## src/rtl/alu_pkg.sv

```systemverilog
// Shared ALU definitions: data width, flag bit positions and the
// sign/zero/parity recompute used by the result buffer and the ALU bench.
package alu_pkg;

  localparam int ALU_W  = 16;

  localparam int FLG_S  = 0;
  localparam int FLG_ZR = 1;
  localparam int FLG_P  = 2;
  localparam int FLG_CY = 3;
  localparam int FLG_OF = 4;
  localparam int FLG_W  = 5;

  // Flags that can be derived purely from Z (carry and overflow cannot)
  localparam logic [FLG_W-1:0] SZP_MASK =
    FLG_W'((1 << FLG_S) | (1 << FLG_ZR) | (1 << FLG_P));

  // Recompute S, ZR and P from a result; CY and OF positions read 0.
  // P is 1 for an even number of ones.
  function automatic logic [FLG_W-1:0] calc_szp_flags(input logic [ALU_W-1:0] z);
    logic [FLG_W-1:0] f;
    f         = '0;
    f[FLG_S]  = z[ALU_W-1];
    f[FLG_ZR] = (z == '0);
    f[FLG_P]  = ~^z;
    return f;
  endfunction

endpackage

```

## src/rtl/sync_fifo_mem.sv

```systemverilog
// Register-array storage for the result FIFO: one synchronous write port,
// one asynchronous read port. Contents are not reset.
module sync_fifo_mem #(
  parameter int DEPTH = 4,
  parameter int DW    = 21
) (
  input  logic                     clk,
  input  logic                     we,
  input  logic [$clog2(DEPTH)-1:0] waddr,
  input  logic [DW-1:0]            wdata,
  input  logic [$clog2(DEPTH)-1:0] raddr,
  output logic [DW-1:0]            rdata
);

  logic [DW-1:0] mem_q [DEPTH];

  // Write the addressed entry on an accepted push
  always_ff @(posedge clk) begin
    if (we) begin
      mem_q[waddr] <= wdata;
    end
  end

  assign rdata = mem_q[raddr];

endmodule

```

## src/rtl/alu_result_buffer.sv

```systemverilog
// Show-ahead result FIFO between the ALU and the writeback consumer.
// Also tracks the flags of the latest push and a sticky overflow flag.
// Optional build macro FLAG_CHECK_EN adds a sticky S/ZR/P consistency check
// (flag_err); without it flag_err is tied low and no check logic exists.
module alu_result_buffer
  import alu_pkg::*;
#(
  parameter int WIDTH = ALU_W,
  parameter int DEPTH = 4
) (
  input  logic                     clk,
  input  logic                     rst,
  input  logic                     in_valid,
  output logic                     in_ready,
  input  logic [WIDTH-1:0]         z_in,
  input  logic                     s_in,
  input  logic                     zr_in,
  input  logic                     p_in,
  input  logic                     cy_in,
  input  logic                     of_in,
  output logic                     out_valid,
  input  logic                     out_ready,
  output logic [WIDTH-1:0]         out_z,
  output logic [FLG_W-1:0]         out_flags,
  output logic [FLG_W-1:0]         last_flags,
  output logic                     of_sticky,
  input  logic                     clr,
  output logic [$clog2(DEPTH):0]   count,
  output logic                     full,
  output logic                     empty,
  output logic                     flag_err
);

  localparam int AW = $clog2(DEPTH);
  localparam int CW = AW + 1;
  localparam int DW = WIDTH + FLG_W;

  logic [AW-1:0]    wr_ptr_q, wr_ptr_d;
  logic [AW-1:0]    rd_ptr_q, rd_ptr_d;
  logic [CW-1:0]    count_q, count_d;
  logic [FLG_W-1:0] last_flags_q, last_flags_d;
  logic             of_sticky_q, of_sticky_d;
  logic [FLG_W-1:0] in_flags;
  logic [DW-1:0]    rd_data;
  logic             push, pop;

  // Pack the individual flag inputs into their package-defined positions
  always_comb begin
    in_flags         = '0;
    in_flags[FLG_S]  = s_in;
    in_flags[FLG_ZR] = zr_in;
    in_flags[FLG_P]  = p_in;
    in_flags[FLG_CY] = cy_in;
    in_flags[FLG_OF] = of_in;
  end

  assign full      = (count_q == CW'(DEPTH));
  assign empty     = (count_q == '0);
  assign in_ready  = ~full;
  assign out_valid = ~empty;
  assign push      = in_valid & in_ready;
  assign pop       = out_valid & out_ready;

  sync_fifo_mem #(
    .DEPTH (DEPTH),
    .DW    (DW)
  ) u_mem (
    .clk   (clk),
    .we    (push),
    .waddr (wr_ptr_q),
    .wdata ({in_flags, z_in}),
    .raddr (rd_ptr_q),
    .rdata (rd_data)
  );

  // Head entry is shown directly; an empty FIFO presents zeros, not stale data
  assign out_z      = empty ? '0 : rd_data[WIDTH-1:0];
  assign out_flags  = empty ? '0 : rd_data[DW-1:WIDTH];
  assign last_flags = last_flags_q;
  assign of_sticky  = of_sticky_q;
  assign count      = count_q;

  // Next-state for pointers, occupancy, last flags and sticky overflow
  always_comb begin
    wr_ptr_d     = wr_ptr_q;
    rd_ptr_d     = rd_ptr_q;
    count_d      = count_q;
    last_flags_d = last_flags_q;
    of_sticky_d  = clr ? 1'b0 : of_sticky_q;
    if (push) begin
      wr_ptr_d     = wr_ptr_q + AW'(1);
      last_flags_d = in_flags;
      if (of_in) begin
        of_sticky_d = 1'b1;
      end
    end
    if (pop) begin
      rd_ptr_d = rd_ptr_q + AW'(1);
    end
    case ({push, pop})
      2'b10:   count_d = count_q + CW'(1);
      2'b01:   count_d = count_q - CW'(1);
      default: count_d = count_q;
    endcase
  end

  // State registers; reset discards every entry at once
  always_ff @(posedge clk or posedge rst) begin
    if (rst) begin
      wr_ptr_q     <= '0;
      rd_ptr_q     <= '0;
      count_q      <= '0;
      last_flags_q <= '0;
      of_sticky_q  <= 1'b0;
    end else begin
      wr_ptr_q     <= wr_ptr_d;
      rd_ptr_q     <= rd_ptr_d;
      count_q      <= count_d;
      last_flags_q <= last_flags_d;
      of_sticky_q  <= of_sticky_d;
    end
  end

`ifdef FLAG_CHECK_EN
  logic [FLG_W-1:0] calc_flags;
  logic             flag_mismatch;
  logic             flag_err_q, flag_err_d;

  // Compare received S/ZR/P against values recomputed from Z
  always_comb begin
    calc_flags    = calc_szp_flags(z_in);
    flag_mismatch = |((calc_flags ^ in_flags) & SZP_MASK);
    flag_err_d    = clr ? 1'b0 : flag_err_q;
    if (push && flag_mismatch) begin
      flag_err_d = 1'b1;
    end
  end

  // Sticky error register; a setting push wins over clr
  always_ff @(posedge clk or posedge rst) begin
    if (rst) begin
      flag_err_q <= 1'b0;
    end else begin
      flag_err_q <= flag_err_d;
    end
  end

  assign flag_err = flag_err_q;
`else
  assign flag_err = 1'b0;
`endif

endmodule
```

## config.mk

```make
export PLATFORM = sky130hd
export DESIGN_NAME = alu_result_buffer
export DESIGN_NICKNAME = d
export VERILOG_FILES = /design/src/rtl/alu_pkg.sv /design/src/rtl/sync_fifo_mem.sv /design/src/rtl/alu_result_buffer.sv
export SDC_FILE = /design/constraint.sdc
export NUM_CORES = 1
export LEC_CHECK = 0
export ABC_CLOCK_PERIOD_IN_PS = 3300
export BUFFER_PORTS_ARGS = -buffer_cell sky130_fd_sc_hd__buf_2
export CORE_ASPECT_RATIO = 0.8
export CORE_MARGIN = 4
export CORE_UTILIZATION = 40
export DETAILED_ROUTE_END_ITERATION = 10
export SLEW_MARGIN = 20
export SYNTH_ARGS = -nofsm -noshare
export SYNTH_HDL_FRONTEND = slang
export SYNTH_SLANG_ARGS = --single-unit
```

## constraint.sdc

```tcl
create_clock -name clk -period 3.3 [get_ports clk]
set_input_delay 0.33 -clock clk [delete_from_list [all_inputs] [get_ports clk]]
set_output_delay 0.33 -clock clk [all_outputs]
set_load 0.005 [all_outputs]
```

# Word-level counts from Yosys, hierarchy flattened

Memories as Yosys holds them, arrays and structs flattened.
Index checks and enable logic that the tools add are counted.

Register bits: 13
Bits in writable memories: 84
Bits of input ports: 26
Word-level logic and storage cells: 27
Memories kept: 1

$add $sub $neg: 4
Equal/unequal tests: 3
Muxes and demuxes: 8
Bitwise gates (word level): 4
Reductions and logical operators: 2

Memories:

| name        | words | width | rd ports | clocked after memory_dff | wr ports | RTL line            | text |
|---|---|---|---|---|---|---|---|
| u_mem.mem_q | 4     | 21    | 1        | 0                        | 1        | sync_fifo_mem.sv:15 | `logic [DW-1:0] mem_q [DEPTH];` |

Operators with widths:

| cell                  | number |
|---|---|
| $mux W16              | 1 |
| $pmux W3 S2           | 1 |
| $mux W1               | 5 |
| $mux W5               | 1 |
| $add A2 B1 Y2 const B | 2 |
| $add A3 B1 Y3 const B | 1 |
| $eq A3 B3 Y1 const B  | 1 |
| $logic_not A3 Y1      | 1 |
| $sub A3 B1 Y3 const B | 1 |
| $and A1 B1 Y1         | 2 |
| $eq A2 B1 Y1 const B  | 1 |
| $eq A2 B2 Y1 const B  | 1 |
| $not A1 Y1            | 2 |
| $reduce_bool A2 Y1    | 1 |

# Depth between registers and ports, before layout

Depth after elaboration: 5
Gate-level depth with buffers: 11
Mapped depth without buffers: 9

# Modules after synthesis

A second synthesis with hierarchy kept.

Cells, all modules: 186
Area, all modules: 3827.4 um^2

By module, submodules not included:

| module            | times used | cells an instance | area each (um^2) |
|---|---|---|---|
| sync_fifo_mem     | 1          | 113               | 3062.9 |
| alu_result_buffer | 1          | 73                | 764.5 |

# Least setup slack after synthesis

OpenSTA, ideal clock, no wires.

Kind: reg-to-reg
From: register count_q[0], in the netlist count[0]
To: register count_q[2], in the netlist count[2]
Library setup time: 0.079 ns
Data arrival time: 2.217 ns
Required time: 3.221 ns
Slack: 1.004 ns
Cell stages (with the launch flop): 12
Path through: dfrtp_1 > or3b_1 > buf_6 > and2_4 > buf_6 > inv_2 > ha_1 > inv_1 > fa_1 > xor2_1 > nor2_1 > xor2_1

Word-level cells in the longest chain between the ends: 5

Ends and longest elaborated chain:

| item                                                     | RTL line                 | text |
|---|---|---|
| from (decl)                                              | alu_result_buffer.sv:40  | `logic [CW-1:0] count_q, count_d;` |
| from (signal assigned)                                   | alu_result_buffer.sv:118 | `count_q <= count_d;` |
| $eq A3 B3 Y1 (*)                                         | alu_result_buffer.sv:57  | `assign full = (count_q == CW'(DEPTH));` |
| $not A1 Y1 (*)                                           | alu_result_buffer.sv:59  | `assign in_ready = ~full;` |
| via in_ready                                             | alu_result_buffer.sv:14  | `output logic in_ready,` |
| $and A1 B1 Y1 (*)                                        | alu_result_buffer.sv:61  | `assign push = in_valid & in_ready;` |
| $eq A2 B1 Y1 / $eq A2 B2 Y1 (equally long branches)      | alu_result_buffer.sv:100 | `case ({push, pop})` |
| $pmux W3 S2 / $reduce_bool A2 Y1 (equally long branches) | -                        |  |

Mark *: on every way through the listed nets, which the timed path passes. The rest lies on a longest branch.
A chain may end at the register's enable or synchronous reset.

# Worst setup path in the final report

From: register rd_ptr_q[0]
To: output port out_flags[1]

Word-level cells in the longest chain between the ends: 2

Ends and longest elaborated chain:

| item                   | RTL line                 | text |
|---|---|---|
| from (decl)            | alu_result_buffer.sv:39  | `logic [AW-1:0] rd_ptr_q, rd_ptr_d;` |
| from (signal assigned) | alu_result_buffer.sv:117 | `rd_ptr_q <= rd_ptr_d;` |
| $mem_v2 Z4 W21         | -                        |  |
| $mux W5                | alu_result_buffer.sv:78  | `assign out_flags = empty ? '0 : rd_data[DW-1:WIDTH];` |
| to (decl)              | alu_result_buffer.sv:24  | `output logic [FLG_W-1:0] out_flags,` |

Every way passes these cells.

==> results.json <==
{
  "power.density_nw_per_um2": 893,
  "synth_cell_types": 26,
  "antenna_found_initial": 0,
  "maxCapViolations": 0,
  "drtPass1Iterations": 4,
  "cp_slowest_cell": "dfrtp_2",
  "nets": 287,
  "leakage_nw": 1.73,
  "cp_max_fo": 23,
  "crit_path_start_kind": "register",
  "cts_resized": 0,
  "cts_setup_buffers": 0,
  "drtIter0Drc": 46,
  "grt_max_degree": 26,
  "viasPerCell": 4.82,
  "grt_pass1_wl_microns": 10700,
  "routed_wirelength_microns": 6690,
  "insertion_delay_ns": 0.33,
  "htree_levels": 3,
  "slowest_delay_ns": 0.86,
  "ir_drop_v": 0.000566,
  "rsz0062_at_grt": "false",
  "slew_violations": 0,
  "ios": 61,
  "grt.total_usage": 0.127,
  "hold_ws_ns": 0.0237,
  "place_congestion": 0.762,
  "io_buffers": 59,
  "cp_num_buf_inv": 1,
  "finalSetupTns_ns": 0,
  "path_cells": "mux4_2 > and2_1 > buf_2",
  "slew_headroom": 0.493,
  "finClkSkew_ns": 0.00762,
  "clk_path_buf_depth": 2,
  "worst_slew_pin_slew_ns": 0.760,
  "tritoncts": "built",
  "finalHoldViolCount": 0,
  "grt_overflow": 0,
  "syn_area_per_cell_sq_um": 20.2,
  "path_clk_slew_ns": 0.07,
  "dieArea_sq_um": 11300,
  "synthCells": 191,
  "setup_viol": 0,
  "synth-seq-area-share": 0.738,
  "vias": 1809,
  "cpLargestDelayFamily": "flip-flops",
  "ys_ff_latch": 97,
  "drtAntennaViolNets": 0,
  "fin_crit_ns": 2.43,
  "clock_sinks": 97,
  "cts_buffers": 9,
  "ys_warn_count": 0,
  "die_h_microns": 95.9,
  "timing.final.crit_share": 0.737,
  "synth_area_sq_um": 3860,
  "crit_type": "reg -> out",
  "most-common-layout-cells": "84 x edfxtp_1, 59 x buf_2, 22 x and2_1",
  "status": "complete, no violations",
  "die_x_microns": 118,
  "grt_pass1_vias": 2026,
  "min_path_type": "in -> async",
  "cts_hold_buf": 0,
  "antenna-diode-count": 0,
  "final_common_cell": "edfxtp_1",
  "wl_per_cell_microns": 17.8,
  "core_sq_um": 9230,
  "fmax_mhz": 411,
  "end_kind": "primary output",
  "syn_nets": 223,
  "required_ns": 2.97,
  "fp-row-count": 31,
  "drc": 0,
  "fill_cells": 783,
  "start_util": 0.418,
  "area_delta_synth_final_pct": 18.8,
  "cts-root-buf": "clkbuf_16",
  "worstPathArrival_ns": 2.10,
  "drive_above_1_share": 0.419,
  "hpwl_microns": 4150,
  "fin_util": 0.497
}
## where the power goes
| part | leakage (nW) | total, mW | internal (mW) | switching (mW) |
|---|---|---|---|---|
| Clock | 0.143 | 1.04 | 0.599 | 0.440 |
| Combinational | 0.665 | 1.25 | 0.699 | 0.547 |
| Sequential | 0.921 | 1.81 | 1.63 | 0.178 |
## final cells by class
type                            instances  area [sq um]  share of cell area
Inverter                               10          37.5             0.00819
Clock buffer                           10           229              0.0499
Timing Repair Buffer                   64           337              0.0734
Clock inverter                          6          76.3              0.0166
Tap cell                              115           144              0.0314
Multi-Input combinational cell         73           913               0.199
Sequential cell                        97          2850               0.621
## state kept, by name (all words and copies together) (netlist names)
name / count
last_flags: 5
rd_ptr_q: 2
u_mem.mem_q: 84
wr_ptr_q: 2
of_sticky: 1
count: 3
## kinds of logic (layout without fill, tap and decap cells)
| family | count (synthesis) | after routing | synth area share |
|---|---|---|---|
| buf+inv | 21 | 90 | 0.0262 |
| other cells | 1 | 1 | 0.000971 |
| compound gates | 1 | 1 | 0.00227 |
| xor+xnor | 6 | 6 | 0.0136 |
| fa+ha+maj | 6 | 6 | 0.0214 |
| flops | 97 | 97 | 0.738 |
| simple gates | 31 | 31 | 0.0505 |
| mux | 28 | 28 | 0.147 |
## metal layers
layer | global-route usage | routed length, microns
met1 | 0.159 | 2970
met2 | 0.211 | 3300
met5 | 0 | 0
met3 | 0.0452 | 387
met4 | 0.0380 | 40
## metrics by stage
stage	power [mW]	cell area (sq um)	std cells	setup WS [ns]
after global routing	4.37	4590	375	0.682
after global placement	3.10	4270	358	1.07
after floorplan	2.63	3860	191	1.00
final	4.10	4590	375	0.867
after detailed placement	3.11	4280	359	0.999
after CTS	4.18	4580	375	0.796
## worst register-to-register path: stages (launching register included)
cell and delay [ns]:
dfrtp_1 0.42, or3b_1 0.48, and2_4 0.26, inv_2 0.07
ha_1 0.17, inv_1 0.07, fa_1 0.39, xor2_1 0.16
nor2_1 0.12, xor2_1 0.16
## cell usage after synthesis
| master | number | share of area |
|---|---|---|
| buf_1 | 1 | 0.00097 |
| xnor2_1 | 3 | 0.0068 |
| edfxtp_1 | 84 | 0.65 |
| nand3_1 | 1 | 0.0013 |
| mux2i_1 | 1 | 0.0026 |
| buf_6 | 2 | 0.0058 |
| or3_1 | 1 | 0.0016 |
| mux2_4 | 5 | 0.019 |
| mux4_2 | 21 | 0.12 |
| nor2_1 | 1 | 0.00097 |
| dfrtp_1 | 13 | 0.084 |
| a22o_1 | 1 | 0.0023 |
| and2_4 | 1 | 0.0023 |
| or3b_1 | 1 | 0.0023 |
| mux2_1 | 1 | 0.0029 |
| buf_4 | 1 | 0.0019 |
| inv_2 | 1 | 0.00097 |
| inv_1 | 9 | 0.0087 |
| conb_1 | 1 | 0.00097 |
| and3_1 | 4 | 0.0065 |
| xor2_1 | 3 | 0.0068 |
| and2_1 | 22 | 0.036 |
| clkbuf_1 | 4 | 0.0039 |
| buf_2 | 3 | 0.0039 |
| fa_1 | 1 | 0.0052 |
| ha_1 | 5 | 0.016 |
## final timing paths
check | from | depth (start not counted) | slack, ns | end
worst max-delay path | rd_ptr_q[0]$_DFFE_PP0P_ | 3 | 0.87 | out_flags[1]
worst min register to register | last_flags[4]$_DFFE_PP0P_ | 1 | 0.49 | last_flags[4]$_DFFE_PP0P_
worst min-delay path | rst | 2 | 0.02 | last_flags[4]$_DFFE_PP0P_
worst max register to register | count[0]$_DFFE_PP0P_ | 9 | 0.93 | count[2]$_DFFE_PP0P_
max in group asynchronous | rst | 2 | 2.89 | rd_ptr_q[0]$_DFFE_PP0P_
min in group clk | z_in[6] | 1 | 0.21 | u_mem.mem_q[3][6]$_DFFE_PP_
(Power assumes the default switching activity.)
